--- src/rtl/cal_capture_pkg.sv ---
// -----------------------------------------------------------------------------
// cal_capture_pkg
// Shared definitions for the offset-capture engine and the calibrator that
// consumes its coefficient writes.
//   - cal_state_t     : capture state machine encoding
//   - ch_idx_t        : 3-bit channel index (8 channels)
//   - coef_addr_t     : 4-bit coefficient-memory address
//   - offset_addr()   : offset slot {ch,1'b0}
//   - mult_addr()     : multiply slot {ch,1'b1}
// -----------------------------------------------------------------------------
package cal_capture_pkg;

    localparam int W_SAMPLE   = 16;
    localparam int N_CHANNELS = 8;

    typedef logic [2:0] ch_idx_t;
    typedef logic [3:0] coef_addr_t;

    typedef enum logic [2:0] {
        IDLE,
        CLEAR,
        WAIT_FS,
        ACCUM,
        EMIT
    } cal_state_t;

    // Each channel owns two adjacent coefficient words: offset then multiplier.
    function automatic coef_addr_t offset_addr(input ch_idx_t ch);
        return {ch, 1'b0};
    endfunction

    function automatic coef_addr_t mult_addr(input ch_idx_t ch);
        return {ch, 1'b1};
    endfunction

endpackage

--- src/rtl/cal_capture_if.sv ---
// -----------------------------------------------------------------------------
// cal_capture_if
// Valid/ready write port into the calibrator coefficient memory.
//   wr_valid : word available (master -> slave)
//   wr_ready : consumer accepts word (slave -> master)
//   wr_addr  : coefficient address (master -> slave)
//   wr_data  : signed coefficient word, W bits (master -> slave)
// -----------------------------------------------------------------------------
interface cal_capture_if #(
    parameter int W = 16
);
    logic                wr_valid;
    logic                wr_ready;
    logic [3:0]          wr_addr;
    logic signed [W-1:0] wr_data;

    modport master (
        output wr_valid,
        output wr_addr,
        output wr_data,
        input  wr_ready
    );

    modport slave (
        input  wr_valid,
        input  wr_addr,
        input  wr_data,
        output wr_ready
    );
endinterface

--- src/rtl/cal_capture_round_sat.sv ---
// -----------------------------------------------------------------------------
// cal_round_sat
// Combinational divide-by-2^SH with round-half-up and saturation from a
// (W+SH)-bit signed accumulator down to a W-bit signed word.
// Ports:
//   acc_i : signed accumulator, W+SH bits
//   avg_o : signed rounded/saturated result, W bits
// -----------------------------------------------------------------------------
module cal_round_sat #(
    parameter int W  = 16,
    parameter int SH = 8      // shift amount, must be >= 1
) (
    input  logic signed [W+SH-1:0] acc_i,
    output logic signed [W-1:0]    avg_o
);

    localparam int AW = W + SH;

    // One guard bit above the accumulator so the bias add can never wrap.
    localparam logic signed [AW:0] BIAS    = (AW+1)'(1) << (SH - 1);
    localparam logic signed [AW:0] SAT_MAX = (AW+1)'((2 ** (W - 1)) - 1);
    localparam logic signed [AW:0] SAT_MIN = -((AW+1)'(2 ** (W - 1)));

    function automatic logic signed [AW:0] round_half_up(input logic signed [AW-1:0] a);
        logic signed [AW:0] s;
        s = {a[AW-1], a};
        s = s + BIAS;
        return s >>> SH;
    endfunction

    function automatic logic signed [W-1:0] saturate(input logic signed [AW:0] v);
        if (v > SAT_MAX) begin
            return {1'b0, {(W-1){1'b1}}};
        end else if (v < SAT_MIN) begin
            return {1'b1, {(W-1){1'b0}}};
        end else begin
            return v[W-1:0];
        end
    endfunction

    assign avg_o = saturate(round_half_up(acc_i));

endmodule

--- src/rtl/cal_capture.sv ---
// -----------------------------------------------------------------------------
// cal_capture
// Offset-capture engine. While all inputs sit at the 0 V reference it sums
// 2^LOG2_N_AVG frames of raw samples per channel, then writes one rounded
// DC-offset word per channel to the coefficient memory at {ch,1'b0}.
// Ports:
//   clk_256fs : system clock (256x sample rate)
//   rst       : synchronous reset, active-high
//   clk_fs    : sample-rate strobe, edge-detected in clk_256fs domain
//   start     : one-cycle capture request (ignored while busy)
//   in0..in7  : raw signed samples, W bits
//   wr        : coefficient write port (cal_capture_if.master)
//   busy      : capture in progress
//   done      : one-cycle pulse after the last word is accepted
//   noisy     : per-channel peak-to-peak flag (only with CAL_CAPTURE_NOISE_EN)
// Optional feature macro: CAL_CAPTURE_NOISE_EN adds parameter NOISE_PP_MAX,
// per-channel min/max tracking and the noisy[7:0] output.
// -----------------------------------------------------------------------------
module cal_capture
    import cal_capture_pkg::*;
#(
    parameter int W          = W_SAMPLE,
    parameter int LOG2_N_AVG = 8
`ifdef CAL_CAPTURE_NOISE_EN
    ,
    parameter int NOISE_PP_MAX = 64
`endif
) (
    input  logic                clk_256fs,
    input  logic                rst,
    input  logic                clk_fs,
    input  logic                start,
    input  logic signed [W-1:0] in0,
    input  logic signed [W-1:0] in1,
    input  logic signed [W-1:0] in2,
    input  logic signed [W-1:0] in3,
    input  logic signed [W-1:0] in4,
    input  logic signed [W-1:0] in5,
    input  logic signed [W-1:0] in6,
    input  logic signed [W-1:0] in7,
    cal_capture_if.master       wr,
    output logic                busy,
    output logic                done
`ifdef CAL_CAPTURE_NOISE_EN
    ,
    output logic [7:0]          noisy
`endif
);

    localparam int AW = W + LOG2_N_AVG;
    localparam int FW = LOG2_N_AVG + 1;
    localparam logic [FW-1:0] N_FRAMES = FW'(1) << LOG2_N_AVG;

    logic signed [W-1:0] samp [N_CHANNELS];

    assign samp[0] = in0;
    assign samp[1] = in1;
    assign samp[2] = in2;
    assign samp[3] = in3;
    assign samp[4] = in4;
    assign samp[5] = in5;
    assign samp[6] = in6;
    assign samp[7] = in7;

    cal_state_t           state_q;
    ch_idx_t              ch_q;
    logic [FW-1:0]        frame_q;
    logic signed [AW-1:0] acc_q [N_CHANNELS];
    logic                 l_clk_fs_q;
    logic                 wr_valid_q;
    coef_addr_t           wr_addr_q;
    logic signed [W-1:0]  wr_data_q;
    logic                 busy_q;
    logic                 done_q;

    logic                 fs_rise_d;
    logic signed [AW-1:0] acc_sum_d;
    ch_idx_t              emit_sel_d;
    logic signed [W-1:0]  avg_d;

    assign fs_rise_d = clk_fs && !l_clk_fs_q;
    assign acc_sum_d = acc_q[ch_q] + {{LOG2_N_AVG{samp[ch_q][W-1]}}, samp[ch_q]};

    // The rounder always looks one channel ahead so the next offset word is
    // ready to load on the cycle a handshake completes. On the final ACCUM
    // cycle ch_q is 7, so this wraps to channel 0 for EMIT entry.
    assign emit_sel_d = ch_q + 3'd1;

    cal_round_sat #(
        .W  (W),
        .SH (LOG2_N_AVG)
    ) u_round_sat (
        .acc_i (acc_q[emit_sel_d]),
        .avg_o (avg_d)
    );

`ifdef CAL_CAPTURE_NOISE_EN
    localparam logic signed [W-1:0] S_MAX = {1'b0, {(W-1){1'b1}}};
    localparam logic signed [W-1:0] S_MIN = {1'b1, {(W-1){1'b0}}};

    logic signed [W-1:0] min_q  [N_CHANNELS];
    logic signed [W-1:0] max_q  [N_CHANNELS];
    logic signed [W-1:0] min_nx [N_CHANNELS];
    logic signed [W-1:0] max_nx [N_CHANNELS];
    logic signed [W:0]   pp_d   [N_CHANNELS];
    logic [7:0]          noisy_d;
    logic [7:0]          noisy_q;

    // Include the sample being accumulated this cycle so channel 7's last
    // sample is seen by the flag computed at EMIT entry.
    always_comb begin
        noisy_d = '0;
        for (int i = 0; i < N_CHANNELS; i++) begin
            min_nx[i] = min_q[i];
            max_nx[i] = max_q[i];
            if (state_q == ACCUM && ch_q == ch_idx_t'(i)) begin
                if (samp[i] < min_q[i]) min_nx[i] = samp[i];
                if (samp[i] > max_q[i]) max_nx[i] = samp[i];
            end
            pp_d[i]    = {max_nx[i][W-1], max_nx[i]} - {min_nx[i][W-1], min_nx[i]};
            noisy_d[i] = (pp_d[i] > NOISE_PP_MAX);
        end
    end

    always_ff @(posedge clk_256fs) begin
        if (rst) begin
            noisy_q <= '0;
            for (int i = 0; i < N_CHANNELS; i++) begin
                min_q[i] <= '0;
                max_q[i] <= '0;
            end
        end else begin
            case (state_q)
                IDLE: if (start) noisy_q <= '0;
                CLEAR: begin
                    min_q[ch_q] <= S_MAX;
                    max_q[ch_q] <= S_MIN;
                end
                ACCUM: begin
                    for (int i = 0; i < N_CHANNELS; i++) begin
                        min_q[i] <= min_nx[i];
                        max_q[i] <= max_nx[i];
                    end
                    if (ch_q == 3'd7 && (frame_q + FW'(1)) == N_FRAMES) begin
                        noisy_q <= noisy_d;
                    end
                end
                default: ;
            endcase
        end
    end

    assign noisy = noisy_q;
`endif

    always_ff @(posedge clk_256fs) begin
        if (rst) begin
            state_q    <= IDLE;
            ch_q       <= '0;
            frame_q    <= '0;
            l_clk_fs_q <= 1'b0;
            wr_valid_q <= 1'b0;
            wr_addr_q  <= '0;
            wr_data_q  <= '0;
            busy_q     <= 1'b0;
            done_q     <= 1'b0;
            for (int i = 0; i < N_CHANNELS; i++) begin
                acc_q[i] <= '0;
            end
        end else begin
            l_clk_fs_q <= clk_fs;
            done_q     <= 1'b0;
            case (state_q)
                IDLE: begin
                    if (start) begin
                        state_q <= CLEAR;
                        busy_q  <= 1'b1;
                        ch_q    <= '0;
                    end
                end
                CLEAR: begin
                    acc_q[ch_q] <= '0;
                    frame_q     <= '0;
                    ch_q        <= ch_q + 3'd1;
                    if (ch_q == 3'd7) state_q <= WAIT_FS;
                end
                WAIT_FS: begin
                    // Only edges seen in this state start a frame, so edges
                    // coinciding with start or CLEAR are dropped.
                    if (fs_rise_d) begin
                        state_q <= ACCUM;
                        ch_q    <= '0;
                    end
                end
                ACCUM: begin
                    acc_q[ch_q] <= acc_sum_d;
                    ch_q        <= ch_q + 3'd1;
                    if (ch_q == 3'd7) begin
                        frame_q <= frame_q + FW'(1);
                        if ((frame_q + FW'(1)) == N_FRAMES) begin
                            state_q    <= EMIT;
                            wr_valid_q <= 1'b1;
                            wr_addr_q  <= offset_addr(3'd0);
                            wr_data_q  <= avg_d;
                        end else begin
                            state_q <= WAIT_FS;
                        end
                    end
                end
                EMIT: begin
                    if (wr.wr_ready) begin
                        if (ch_q == 3'd7) begin
                            wr_valid_q <= 1'b0;
                            done_q     <= 1'b1;
                            busy_q     <= 1'b0;
                            state_q    <= IDLE;
                        end else begin
                            ch_q      <= ch_q + 3'd1;
                            wr_addr_q <= offset_addr(ch_q + 3'd1);
                            wr_data_q <= avg_d;
                        end
                    end
                end
                default: state_q <= IDLE;
            endcase
        end
    end

    assign wr.wr_valid = wr_valid_q;
    assign wr.wr_addr  = wr_addr_q;
    assign wr.wr_data  = wr_data_q;
    assign busy        = busy_q;
    assign done        = done_q;

endmodule

--- src/flat_wrapper.sv ---
// flat-port wrapper written by rule: the top's interface ports become plain ports
module cal_capture_flat import cal_capture_pkg::*;
#(
    parameter int W          = W_SAMPLE,
    parameter int LOG2_N_AVG = 8

)
  (clk_256fs, rst, clk_fs, start, in0, in1, in2, in3, in4, in5, in6, in7, busy, done, wr_wr_valid, wr_wr_addr, wr_wr_data, wr_wr_ready);
  cal_capture_if #(.W(W)) wr_i ();
  input  logic clk_256fs;
  input  logic rst;
  input  logic clk_fs;
  input  logic start;
  input  logic signed [W-1:0] in0;
  input  logic signed [W-1:0] in1;
  input  logic signed [W-1:0] in2;
  input  logic signed [W-1:0] in3;
  input  logic signed [W-1:0] in4;
  input  logic signed [W-1:0] in5;
  input  logic signed [W-1:0] in6;
  input  logic signed [W-1:0] in7;
  output logic busy;
  output logic done;
  output wire logic [$bits(wr_i.wr_valid)-1:0] wr_wr_valid;
  output wire logic [$bits(wr_i.wr_addr)-1:0] wr_wr_addr;
  output wire logic [$bits(wr_i.wr_data)-1:0] wr_wr_data;
  input wire logic [$bits(wr_i.wr_ready)-1:0] wr_wr_ready;
  assign wr_wr_valid = wr_i.wr_valid;
  assign wr_wr_addr = wr_i.wr_addr;
  assign wr_wr_data = wr_i.wr_data;
  assign wr_i.wr_ready = wr_wr_ready;
  cal_capture #(.W(W), .LOG2_N_AVG(LOG2_N_AVG)) u_core (.clk_256fs(clk_256fs), .rst(rst), .clk_fs(clk_fs), .start(start), .in0(in0), .in1(in1), .in2(in2), .in3(in3), .in4(in4), .in5(in5), .in6(in6), .in7(in7), .wr(wr_i), .busy(busy), .done(done));
endmodule
--- config.mk ---
export PLATFORM = sky130hd
export DESIGN_NAME = cal_capture_flat
export DESIGN_NICKNAME = d
export VERILOG_FILES = /design/src/rtl/cal_capture_pkg.sv /design/src/rtl/cal_capture_if.sv /design/src/rtl/cal_capture_round_sat.sv /design/src/rtl/cal_capture.sv /design/src/flat_wrapper.sv
export SDC_FILE = /design/constraint.sdc
export NUM_CORES = 1
export LEC_CHECK = 0
export CELL_PAD_IN_SITES_DETAIL_PLACEMENT = 1
export CELL_PAD_IN_SITES_GLOBAL_PLACEMENT = 1
export CORE_MARGIN = 2
export CORE_UTILIZATION = 40
export DETAILED_ROUTE_END_ITERATION = 8
export DONT_BUFFER_PORTS = 1
export PLACE_DENSITY = 0.7
export SLEW_MARGIN = 20
export SYNTH_ARGS = -nofsm -noshare
export SYNTH_HDL_FRONTEND = slang
export SYNTH_HIERARCHICAL = 1
export SYNTH_SLANG_ARGS = --single-unit
export TNS_END_PERCENT = 10
--- constraint.sdc ---
create_clock -name clk_256fs -period 4.4 [get_ports clk_256fs]
set_input_delay 0.88 -clock clk_256fs [delete_from_list [all_inputs] [get_ports clk_256fs]]
set_output_delay 0.88 -clock clk_256fs [all_outputs]
set_load 0.1 [all_outputs]
Yosys cells after proc, flatten, opt, wreduce, memory -nomap -nowiden
Memories as Yosys holds them, arrays and structs flattened. A register that Yosys moved wholly into a read port is not among the register bits.
Index checks and enable logic that the tools add are counted.
{"block": "totals", "word_cells": 103, "mem_bits_rw": 192, "n_memories": 1, "ff_bits": 39}
{"block": "classes", "n_reduce_logical": 16, "n_mux": 52, "n_addsub": 4, "n_eq_ne": 14, "bitwise": 4, "magnitude_cmp": 3}
{"memory": "u_core.acc_q", "depth": 8, "width": 24, "read_ports": 2, "rd_ports_with_merged_regs": 1, "write_ports": 8, "line_no": "cal_capture.sv:68", "rtl": "logic signed [AW-1:0] acc_q [N_CHANNELS];"}
{"op": "$mux W16", "count": 8}
{"op": "$bmux W16 S3", "count": 1}
{"op": "$mux W24", "count": 2}
{"op": "$mux W3", "count": 14}
{"op": "$pmux W16 S2", "count": 1}
{"op": "$add A24 B9 Y25 const B", "count": 1}
{"op": "$add A24 B24 Y24", "count": 1}
{"op": "$reduce_or A24 Y1", "count": 1}
{"op": "$pmux W9 S2", "count": 1}
{"op": "$gt A17 B16 Y1 const B", "count": 1}
{"op": "$lt A17 B16 Y1 const B", "count": 1}
{"op": "$mux W4", "count": 4}
{"op": "$mux W1", "count": 15}
{"op": "$pmux W3 S5", "count": 1}
{"op": "$reduce_and A5 Y1", "count": 3}
{"op": "$pmux W3 S4", "count": 1}
{"op": "$ne A2 B1 Y1 const B", "count": 5}
{"op": "$add A9 B1 Y9 const B", "count": 1}
{"op": "$eq A9 B9 Y1 const B", "count": 1}
{"op": "$mux W9", "count": 1}
{"op": "$pmux W4 S2", "count": 1}
{"op": "$eq A3 B2 Y1 const B", "count": 2}
{"op": "$eq A3 B3 Y1 const B", "count": 2}
{"op": "$ne A2 B2 Y1 const B", "count": 3}
{"op": "other kinds (17)", "count": 21}

Longest topological paths before layout
An unclocked memory read counts as a cell.
{"block": "depth", "ltp_word": 9, "ltp_mapped": 17, "ltp_nobuf": 13}

Cells and area by module
Netlist, hierarchy kept.
{"mod": "cal_capture", "cells_each": 1131, "area_each_um2": 13678.1, "instances": 1, "seq_area_each_um2": 6586.3}
{"mod": "cal_round_sat", "cells_each": 75, "area_each_um2": 501.7, "instances": 1, "seq_area_each_um2": 0.0}

Least setup slack after synthesis
OpenSTA, ideal clock, no wires.
{"block": "synth_timing", "path_kind": "flip-flop to flip-flop", "start": "register u_core.ch_q[0]", "end": "memory u_core/acc_q[0][18] (netlist bit) (data pin)", "n_path_buf": 3, "path_slack_ps": 293, "t_required_ps": 4117, "t_arrival_ps": 3824, "stages_incl_launch_ff": 14, "cell_sequence": "dfxtp_1 clkbuf_1 buf_2 buf_2 mux4_2 mux2_2 ha_1 fa_1 a211oi_2 nor3_1 o21ai_1 nand2_1 o311ai_1 nor2_1"}
{"item": "start: declaration", "line_no": "cal_capture.sv:66", "rtl": "ch_idx_t ch_q;"}
{"item": "start signal: assignment", "line_no": "cal_capture.sv:184", "rtl": "ch_q <= ch_q + 3'd1;"}
{"item": "start signal: assignment", "line_no": "cal_capture.sv:197", "rtl": "ch_q <= ch_q + 3'd1;"}
{"item": "start signal: assignment", "line_no": "cal_capture.sv:218", "rtl": "ch_q <= ch_q + 3'd1;"}
{"item": "end: declaration", "line_no": "cal_capture.sv:68"}

==> Flow_metrics.wiki <==
{| class="wikitable"
! Metric !! Value
|-
| Outcome || complete, no violations
|-
| Setup violations, final || 0
|-
| Data required time of the worst path || 4.77 ns
|-
| Synthesized area || 0.0138 mm2
|-
| CTS tree || yes
|-
| # IOs || 156
|-
| Ratio of final minimum period to clock period || 0.933
|-
| Worst setup path class || reg -> reg
|-
| Root buffer cell || sky130_fd_sc_hd__clkbuf_16
|-
| Area after detailed placement || 0.0146 mm2
|-
| Hpwl dp || just under 30,000 um
|-
| Chip width || 190 um
|-
| Number of violations of the max-capacitance limit || 0
|-
| Starting utilization of the core area || 0.409
|-
| Setup repair after global routing missed its margin || no
|-
| Detailed Routing Iterations Pass 1 || 5
|-
| Power density over the cells || between 300 and 400 mW/mm2
|-
| Later-pin clock latency in the skew report || 0.54 ns
|-
| Met3 routed wirelength || 2660 um
|-
| Most used cells in the layout excluding fill and tap cells || sky130_fd_sc_hd__nor2_1, sky130_fd_sc_hd__edfxtp_1, sky130_fd_sc_hd__mux4_2
|-
| Minimum clock period after layout || 4.10 ns
|-
| Class of the most critical hold timing path || in -> reg
|-
| Worst hold slack || 0.406 ns
|-
| Storage cell area || 0.00660 mm2
|-
| Number of placement rows || 67
|-
| # nets final || 1,369
|-
| Arrival time at the worst endpoint || 4.48 ns
|-
| Post-synthesis net count || 1,346
|-
| Layout area overhead || 12.5%
|-
| Hold worst-path end || u_core/busy
|-
| Most common cell after layout, fill and taps aside || sky130_fd_sc_hd__nor2_1
|-
| Via Count || approximately 10,000
|-
| Largest fanout on the critical path || 16
|-
| Routed Wire Length || 42,200 um
|-
| Worst clock skew on the final layout || 0.0139 ns
|-
| Clock Sink Count || 233
|-
| Sort of element at the start of the critical path || register
|-
| Die H || roughly 190 um
|-
| Post-CTS Hold Buffers || 0
|-
| Transition time at the pin with the least slew margin || 1.00 ns
|-
| Length of routed met2 wiring || 20,800 um
|-
| Maximum frequency from static timing analysis || 244 MHz
|-
| Count of placed standard cells including taps || 1,626
|-
| Area of the die || roughly 0.036 mm2
|-
| Clock slew seen by the registers of the worst setup and hold paths || 0.06 ns
|-
| Filler cells || 3,558
|-
| Relative slew slack || 0.331
|-
| Post_cts resized || 0
|-
| Iteration-0 DRC Markers || 923
|-
| Largest vdd supply drop || 0.000256 V
|-
| Remaining antenna violation count after routing || 0
|-
| Htree depth || 1
|-
| Number of standard cells in the final layout excluding fillers || between 1,500 and 2,000
|-
| Total DRC errors in the routed layout || 0
|-
| Critical R2R Capture || u_core/acc_q[3][23]
|-
| Number of buffers inserted during clock tree synthesis || 27
|-
| Via density per instance || just over 6
|-
| Routability congestion estimate from global placement || 0.879
|-
| Core Footprint || 0.0337 mm2
|-
| Fraction of final layout cells sized beyond drive strength 1 || 0.237
|-
| Cell count of the worst reg-to-reg path || 15
|-
| DR WL/cell || 25.2 um
|-
| Number of antenna violations at the first check in global routing || 0
|-
| Total routing usage reported by global routing || 0.232
|-
| Max Root-Sink Buffers || 3
|-
| Top routing layer used || met4
|-
| Multi-input combinational cell area || a little under 0.007 mm2
|-
| Final hold violations || 0
|-
| Max-slew violations || 0
|-
| Hold path depth || 1
|-
| Syn_area_per_cell || around 12 um2
|-
| DRT met1 WL || 17,900 um
|-
| HP Start || rst
|-
| Post-Syn Instances || 1,185
|-
| R2R Path Start || u_core/ch_q[0]
|-
| Final TNS setup || 0 ns
|-
| Number of port buffers || 0
|-
| Type of element capturing the critical path || register
|-
| Non-Filler Cell Area, Final || 0.0155 mm2
|-
| Via count of the first global-routing pass || 10,700
|-
| Number of inserted diodes || 0
|-
| Largest net degree at the start of global routing || 48
|-
| First-pass GRT wire length || 63,800 um
|-
| Syn. warnings || 6
|-
| Register-to-register path setup slack || 0.30 ns
|-
| Final global-route overflow total || 0
|-
| Leakage power || 5.51 nW
|-
| Total setup buffers inserted after CTS || 0
|}
-- power breakdown --
part | switching [mW] | internal, mW | total [mW]
Clock | 0.895 | 1.32 | 2.22
Combinational | 0.658 | 0.431 | 1.09
Sequential | 0.0501 | 2.45 | 2.50
-- flip-flops by register name, summed over array words and instances (netlist names), named ones only --
| register | flops |
|---|---|
| u_core/acc_q | 192 |
| u_core/wr.wr_data | 16 |
| u_core/frame_q | 9 |
| u_core/ch_q | 3 |
| u_core/state_q | 3 |
| u_core/wr.wr_addr | 3 |
| u_core/busy | 1 |
| u_core/done | 1 |
| u_core/l_clk_fs_q | 1 |
| u_core/wr.wr_valid | 1 |
-- worst max-delay path, stage by stage (launching register included) --
cell	delay, ns
sky130_fd_sc_hd__dfxtp_4	0.54
sky130_fd_sc_hd__buf_4	0.25
sky130_fd_sc_hd__nor2b_1	0.36
sky130_fd_sc_hd__nand2_1	0.11
sky130_fd_sc_hd__o21ai_0	0.10
sky130_fd_sc_hd__a221o_1	0.24
sky130_fd_sc_hd__ha_1	0.28
sky130_fd_sc_hd__buf_4	0.18
sky130_fd_sc_hd__a21oi_1	0.32
sky130_fd_sc_hd__nand2b_1	0.10
sky130_fd_sc_hd__o21ai_0	0.33
sky130_fd_sc_hd__a211oi_1	0.14
sky130_fd_sc_hd__buf_4	0.16
sky130_fd_sc_hd__o21ai_1	0.20
sky130_fd_sc_hd__nand3_1	0.32
sky130_fd_sc_hd__a21oi_1	0.28
-- metal layers --
metal  global-route usage  up-vias
met1                0.312     5214
li1                     -     4546
met3               0.0284       66
met5                    0        -
met4               0.0605        0
met2                0.399      349
-- metrics by stage --
stage,setup WS [ns],power (mW),utilization
after floorplan,0.333,3.26,-
after global placement,0.195,3.59,0.434
after detailed placement,0.164,3.62,0.434
after CTS,0.258,5.85,0.460
after global routing,0.0878,6.04,0.460
final,0.295,5.81,0.460
-- final cells by class --
type	count	area share
Multi-Input combinational cell	857	0.438
Sequential cell	233	0.425
Clock buffer	37	0.0490
Timing Repair Buffer	75	0.0408
Tap cell	448	0.0361
Clock inverter	12	0.00766
Inverter	14	0.00339
-- how the worst max path moves through the flow --
stage | startpoint | end | cells past startpoint
6_report | u_core/ch_q[0] | u_core/acc_q[3][23] | 15
5_1_grt | u_core/ch_q[2] | u_core/acc_q[7][22] | 15
4_1_cts | u_core/ch_q[0] | u_core/acc_q[7][21] | 15
3_5_place_dp | in7[0] | u_core/acc_q[7][20] | 11
3_3_place_gp | in7[0] | u_core/acc_q[7][20] | 11
2_1_floorplan | u_core/ch_q[1] | u_core/acc_q[0][18] | 13
Power figures use the tool's default switching activity.
